`src/rtl/poly_eval.sv`:
```
// poly_eval: sequential evaluator of Y = (A*X + B)*X +/- C in Horner form.
// The multiplications are done by repeated addition under a down-counter,
// so the datapath is only an adder/subtractor. The result is shown on four
// seven-segment digits.
module poly_eval #(
    parameter int W  = 16,
    parameter int XW = 3,
    parameter int A  = 2,
    parameter int B  = 2,
    parameter int C  = 1
) (
    input  logic          clock,
    input  logic          reset_n,
    input  logic          start,
    input  logic          mode,
    input  logic [XW-1:0] x,
    output logic          busy,
    output logic          done,
    output logic [W-1:0]  result,
    output logic [6:0]    d0,
    output logic [6:0]    d1,
    output logic [6:0]    d2,
    output logic [6:0]    d3
);

    typedef enum logic [2:0] {
        IDLE = 3'd0,
        LOAD = 3'd1,
        MUL1 = 3'd2,
        MUL2 = 3'd3,
        DONE = 3'd4
    } state_t;

    // Coefficients are taken modulo 2^W, like all the arithmetic.
    localparam logic [W-1:0] A_W = W'(A);
    localparam logic [W-1:0] B_W = W'(B);
    localparam logic [W-1:0] C_W = W'(C);

    state_t         state_reg;
    state_t         state_next;
    logic [XW-1:0]  x_reg;
    logic           m_reg;
    logic [XW-1:0]  cnt_reg;
    logic [W-1:0]   s_reg;
    logic [W-1:0]   h_reg;
    logic [W-1:0]   result_reg;

    // State register.
    always_ff @(posedge clock or negedge reset_n) begin
        if (!reset_n) begin
            state_reg <= IDLE;
        end else begin
            state_reg <= state_next;
        end
    end

    // Next-state logic: each multiply phase lasts cnt+1 cycles.
    always_comb begin
        state_next = state_reg;
        case (state_reg)
            IDLE:    if (start) state_next = LOAD;
            LOAD:    state_next = MUL1;
            MUL1:    if (cnt_reg == '0) state_next = MUL2;
            MUL2:    if (cnt_reg == '0) state_next = DONE;
            DONE:    state_next = IDLE;
            default: state_next = IDLE;
        endcase
    end

    // Status outputs decoded from the state alone.
    always_comb begin
        busy = (state_reg != IDLE);
        done = (state_reg == DONE);
    end

    // Datapath: S accumulates A*X+B, H accumulates S*X, result adds/subtracts C.
    always_ff @(posedge clock or negedge reset_n) begin
        if (!reset_n) begin
            x_reg      <= '0;
            m_reg      <= 1'b0;
            cnt_reg    <= '0;
            s_reg      <= '0;
            h_reg      <= '0;
            result_reg <= '0;
        end else begin
            case (state_reg)
                IDLE: begin
                    if (start) begin
                        x_reg <= x;
                        m_reg <= mode;
                    end
                end
                LOAD: begin
                    s_reg   <= '0;
                    cnt_reg <= x_reg;
                end
                MUL1: begin
                    if (cnt_reg != '0) begin
                        s_reg   <= s_reg + A_W;
                        cnt_reg <= cnt_reg - XW'(1);
                    end else begin
                        s_reg   <= s_reg + B_W;
                        h_reg   <= '0;
                        cnt_reg <= x_reg;
                    end
                end
                MUL2: begin
                    if (cnt_reg != '0) begin
                        h_reg   <= h_reg + s_reg;
                        cnt_reg <= cnt_reg - XW'(1);
                    end else if (m_reg) begin
                        result_reg <= h_reg - C_W;
                    end else begin
                        result_reg <= h_reg + C_W;
                    end
                end
                default: ;
            endcase
        end
    end

    assign result = result_reg;

    // Display path: result widened (or truncated) to four hex nibbles.
    logic [15:0] res16;
    generate
        if (W >= 16) begin : g_wide
            assign res16 = result_reg[15:0];
        end else begin : g_narrow
            assign res16 = {{(16-W){1'b0}}, result_reg};
        end
    endgenerate

    function automatic logic [6:0] hex_to_seg(input logic [3:0] n);
        logic [6:0] s;
        case (n)
            4'h0: s = 7'h3F;
            4'h1: s = 7'h06;
            4'h2: s = 7'h5B;
            4'h3: s = 7'h4F;
            4'h4: s = 7'h66;
            4'h5: s = 7'h6D;
            4'h6: s = 7'h7D;
            4'h7: s = 7'h07;
            4'h8: s = 7'h7F;
            4'h9: s = 7'h6F;
            4'hA: s = 7'h77;
            4'hB: s = 7'h7C;
            4'hC: s = 7'h39;
            4'hD: s = 7'h5E;
            4'hE: s = 7'h79;
            default: s = 7'h71;
        endcase
        return s;
    endfunction

    logic [6:0] seg [4];
    generate
        for (genvar gi = 0; gi < 4; gi++) begin : g_digit
            assign seg[gi] = hex_to_seg(res16[gi*4 +: 4]);
        end
    endgenerate

    assign d0 = seg[0];
    assign d1 = seg[1];
    assign d2 = seg[2];
    assign d3 = seg[3];

endmodule

```
`config.mk`:
```
export PLATFORM = sky130hd
export DESIGN_NAME = poly_eval
export DESIGN_NICKNAME = d
export VERILOG_FILES = /design/src/rtl/poly_eval.sv
export SDC_FILE = /design/constraint.sdc
export NUM_CORES = 1
export LEC_CHECK = 0
export CORE_AREA = 4 4 100 102
export CTS_BUF_LIST = sky130_fd_sc_hd__clkbuf_2
export DETAILED_ROUTE_END_ITERATION = 10
export DIE_AREA = 0 0 104 106
export PLACE_DENSITY = 0.84
export SLEW_MARGIN = 25
export SYNTH_ARGS = -nofsm -noshare
export SYNTH_HDL_FRONTEND = slang
export SYNTH_SLANG_ARGS = --single-unit
```
`constraint.sdc`:
```
create_clock -name clock -period 2.3 [get_ports clock]
set_input_delay 0.46 -clock clock [delete_from_list [all_inputs] [get_ports clock]]
set_output_delay 0.46 -clock clock [all_outputs]
set_load 0.1 [all_outputs]
```
==> impl_results.md <==
- Kind of critical path: flop to output pin
- Overall track demand over capacity in global routing: 23.2%
- Highest clock rate: 0.378 GHz
- Footprint of the flip-flops and latches: 1490 sq um
- Fin Hold WS: 0.402 ns
- Cell types occupying the most area after synthesis: dfrtp_1 30%, ha_1 16%, o21ai_0 5.1%, a21oi_1 4.5%, nand2_1 3.9%
- Number of nets in the finished design: 712
- Routability cong.: 0.860
- Placement Setup Slack: -0.0159 ns
- Final Slew Violations: 0
- Worst path cell trace: inv_4 -> ha_4 -> inv_2 -> mux4_2 -> clkinvlp_4 -> buf_12
- Setup repair after global routing missed its margin: true
- Primary FF master, synth: dfrtp_1
- MaxCap Viol Count: 0
- Final worst setup slack: -0.346 ns
- Tcrit/Tclk final: 115%
- Maximum fanout count along the critical path: 6
- Antenna violations before repair: 0
- Portion of the post-synthesis area used by sequential elements: 30.1%
- Global-route wire length before repair: 21300 microns
- Largest area contributor in the netlist: dfrtp_1
- Crit path largest cell delay: 0.52 ns
- Commonest cells after routing, fill and taps aside: 55 x buf_4, 45 x nand2_1, 38 x dfrtp_1
- Number of endpoints failing setup at the final stage: 26
- Post-synthesis cell area: 4740 sq um
- Post-route minimum period: 2.65 ns
- HPWL Detailed: 9030 microns
- Clk buf depth: 2
- TritonCTS Buffers: 9
- Vias in the first global route: 4423
- Initial standard-cell utilization of the core: 52.0%
- Placed instance area: 6120 sq um
- Mapped Nets: 610
- Type of origin of the critical path: flop
- Slew Limit Headroom: 65.3%
- CTS H-Tree Depth: 3
- Pin count of the biggest net entering global routing: 42
- Slew at the pin with the worst max-slew slack: 0.518 ns
- Via density per instance: 6.15
- Clock Root Buffer: clkbuf_2
- Distinct cell type count after synthesis: 58
- DRT Wirelength: 14800 microns
- Detailed-router iteration count before antenna repair: 5
- Required time at the worst-slack endpoint: 1.84 ns
- Final clock skew: 0.0348 ns
- Critical register-to-register path endpoint: result[14]$_DFFE_PN0P_
- Area share of the leading cell type in the synthesized netlist: 30.1%
- Vias post-DR: 4676
- Share of layout cells above drive strength 1: 42.5%
- Run status: finished with violations
- Number of primary I/O pins: 53
- TritonCTS clock tree: built
- Total of fill cells in the finished design: 502
- Flip-flop and latch count after synthesis: 57
- Timing startpoint of the critical path: result[12]$_DFFE_PN0P_
- Final Hold Vio Count: 0
- Post-detailed-route count of antenna-violating nets: 0
- Summed area of non-filler cells in the final layout: 7140 sq um
- Number of antenna repair diodes: 0
- Growth of design area from synthesis to finish: 50.7%
- Hold/Removal Path Class: input pin to async pin
- Arrival time worst endpoint: 2.19 ns
- Core box area: 9110 sq um
- FF-to-FF setup slack: -0.05 ns
- Clock latency at the later pin of the worst-skew pair: 0.51 ns
- # port buffers: 52
- Area used by multi-input combinational logic: 3890 sq um
- Average wire per standard cell: 19.5 microns
- Remaining routing DRC violations: 0
- CP max stage cell: dfrtp_4
- Post-layout utilization of the core: 78.4%
- Mean instance size in the synthesized netlist: 8.74 sq um
- Type of destination of the critical path: output pin
- R2R Path Start: m_reg$_DFFE_PN0P_
- Gate count of the mapped netlist: 542
- Count of standard-cell rows: 35
- Width of the chip: 104 microns
- Violations in the final reports: setup timing
- Number of synthesized flops with an enable pin: 0
- Asr flop ratio synth: 100%
- Most common cell after layout, fill and taps aside: buf_4
- YS warnings: 0
- Die area: 11000 sq um
- Starting DRC count in detailed routing: 291
- Clock Sink Count: 57
- Final global-route overflow total: 0
- Clock transition time at the flip-flop clock pins of the worst setup and hold paths: 0.20 ns
- Die extent in y: 106 microns
- R2R depth: 9
## worst max-delay path, delay by kind of cell, from the launching register on
family                   cells  cell delay, ns
adder cells (fa/ha/maj)      1            0.27
buffers and inverters        4            0.38
flip-flops                   1            0.52
multiplexers                 1            0.50
## synth_stat cells, drive strengths merged, types with 2 or more instances
master    n
or3       2
o211ai    3
a22oi     8
buf       4
a211oi    3
nor3b     4
mux2i     3
nand2    49
o31ai     3
mux4      4
ha       60
dfrtp    57
o22ai     3
a21boi    2
a21o     12
nor2b    14
a22o     15
o32a      3
o21a      9
a2111oi   2
inv      35
xnor2    18
and3      5
clkbuf   16
nor2     30
nor4b     4
nand2b   11
nand4     6
o21bai    3
o21ai    54
nand3    11
a21oi    45
mux2      4
xor2     10
a31oi     7
nor3      9
## stage by stage
step / TNS (ns) / std cells
2_1_floorplan: -0.438 / 542
3_3_place_gp: 0 / 706
3_5_place_dp: -0.0159 / 706
4_1_cts: -2.71 / 743
5_1_grt: -6.98 / 760
6_report: -4.16 / 760
## how the worst max path moves through the flow
stage,to,depth (start not counted)
2_1_floorplan,d3[0],3
3_3_place_gp,result[13]$_DFFE_PN0P_,9
3_5_place_dp,result[10]$_DFFE_PN0P_,9
4_1_cts,d3[3],4
5_1_grt,d3[3],6
6_report,d3[3],6
## cell families (layout without fill, tap and decap cells)
group           count (synthesis)  in the layout  synth area share (%)
compound gates                182            182                  24.8
xor+xnor                       28             28                  5.18
fa+ha+maj                      61             61                  16.3
buf+inv                        55            162                  4.70
flops                          57             57                  30.1
mux                            11             11                  3.49
simple gates                  148            148                  15.4
## cell type report
cell class	instances	area share [%]
clock buffers	9	0.631
clock inverters	7	1.19
inverters	35	2.65
multi-input cells	430	54.5
flip-flops and latches	57	20.9
well taps	111	1.94
repair buffers	111	18.2
## what timing repair did
item,4_1_cts,5_1_grt
pin swaps,14,33
buffers inserted,21,21
hold buffers,1,0
gates resized for setup,56,81
endpoints found under the setup margin,24,41
endpoints found under the hold margin,16,0
## metal layers
layer	routed length (microns)	vias to the layer above	track usage [%]
met3	637	46	3.34
li1	-	2170	-
met5	0	-	0
met4	460	0	8.17
met1	5830	2283	27.6
met2	7910	177	42.6
Power is left out: the tool's default activity adds up to more than one toggle a clock period on the data nets, which glitch-free logic cannot reach.
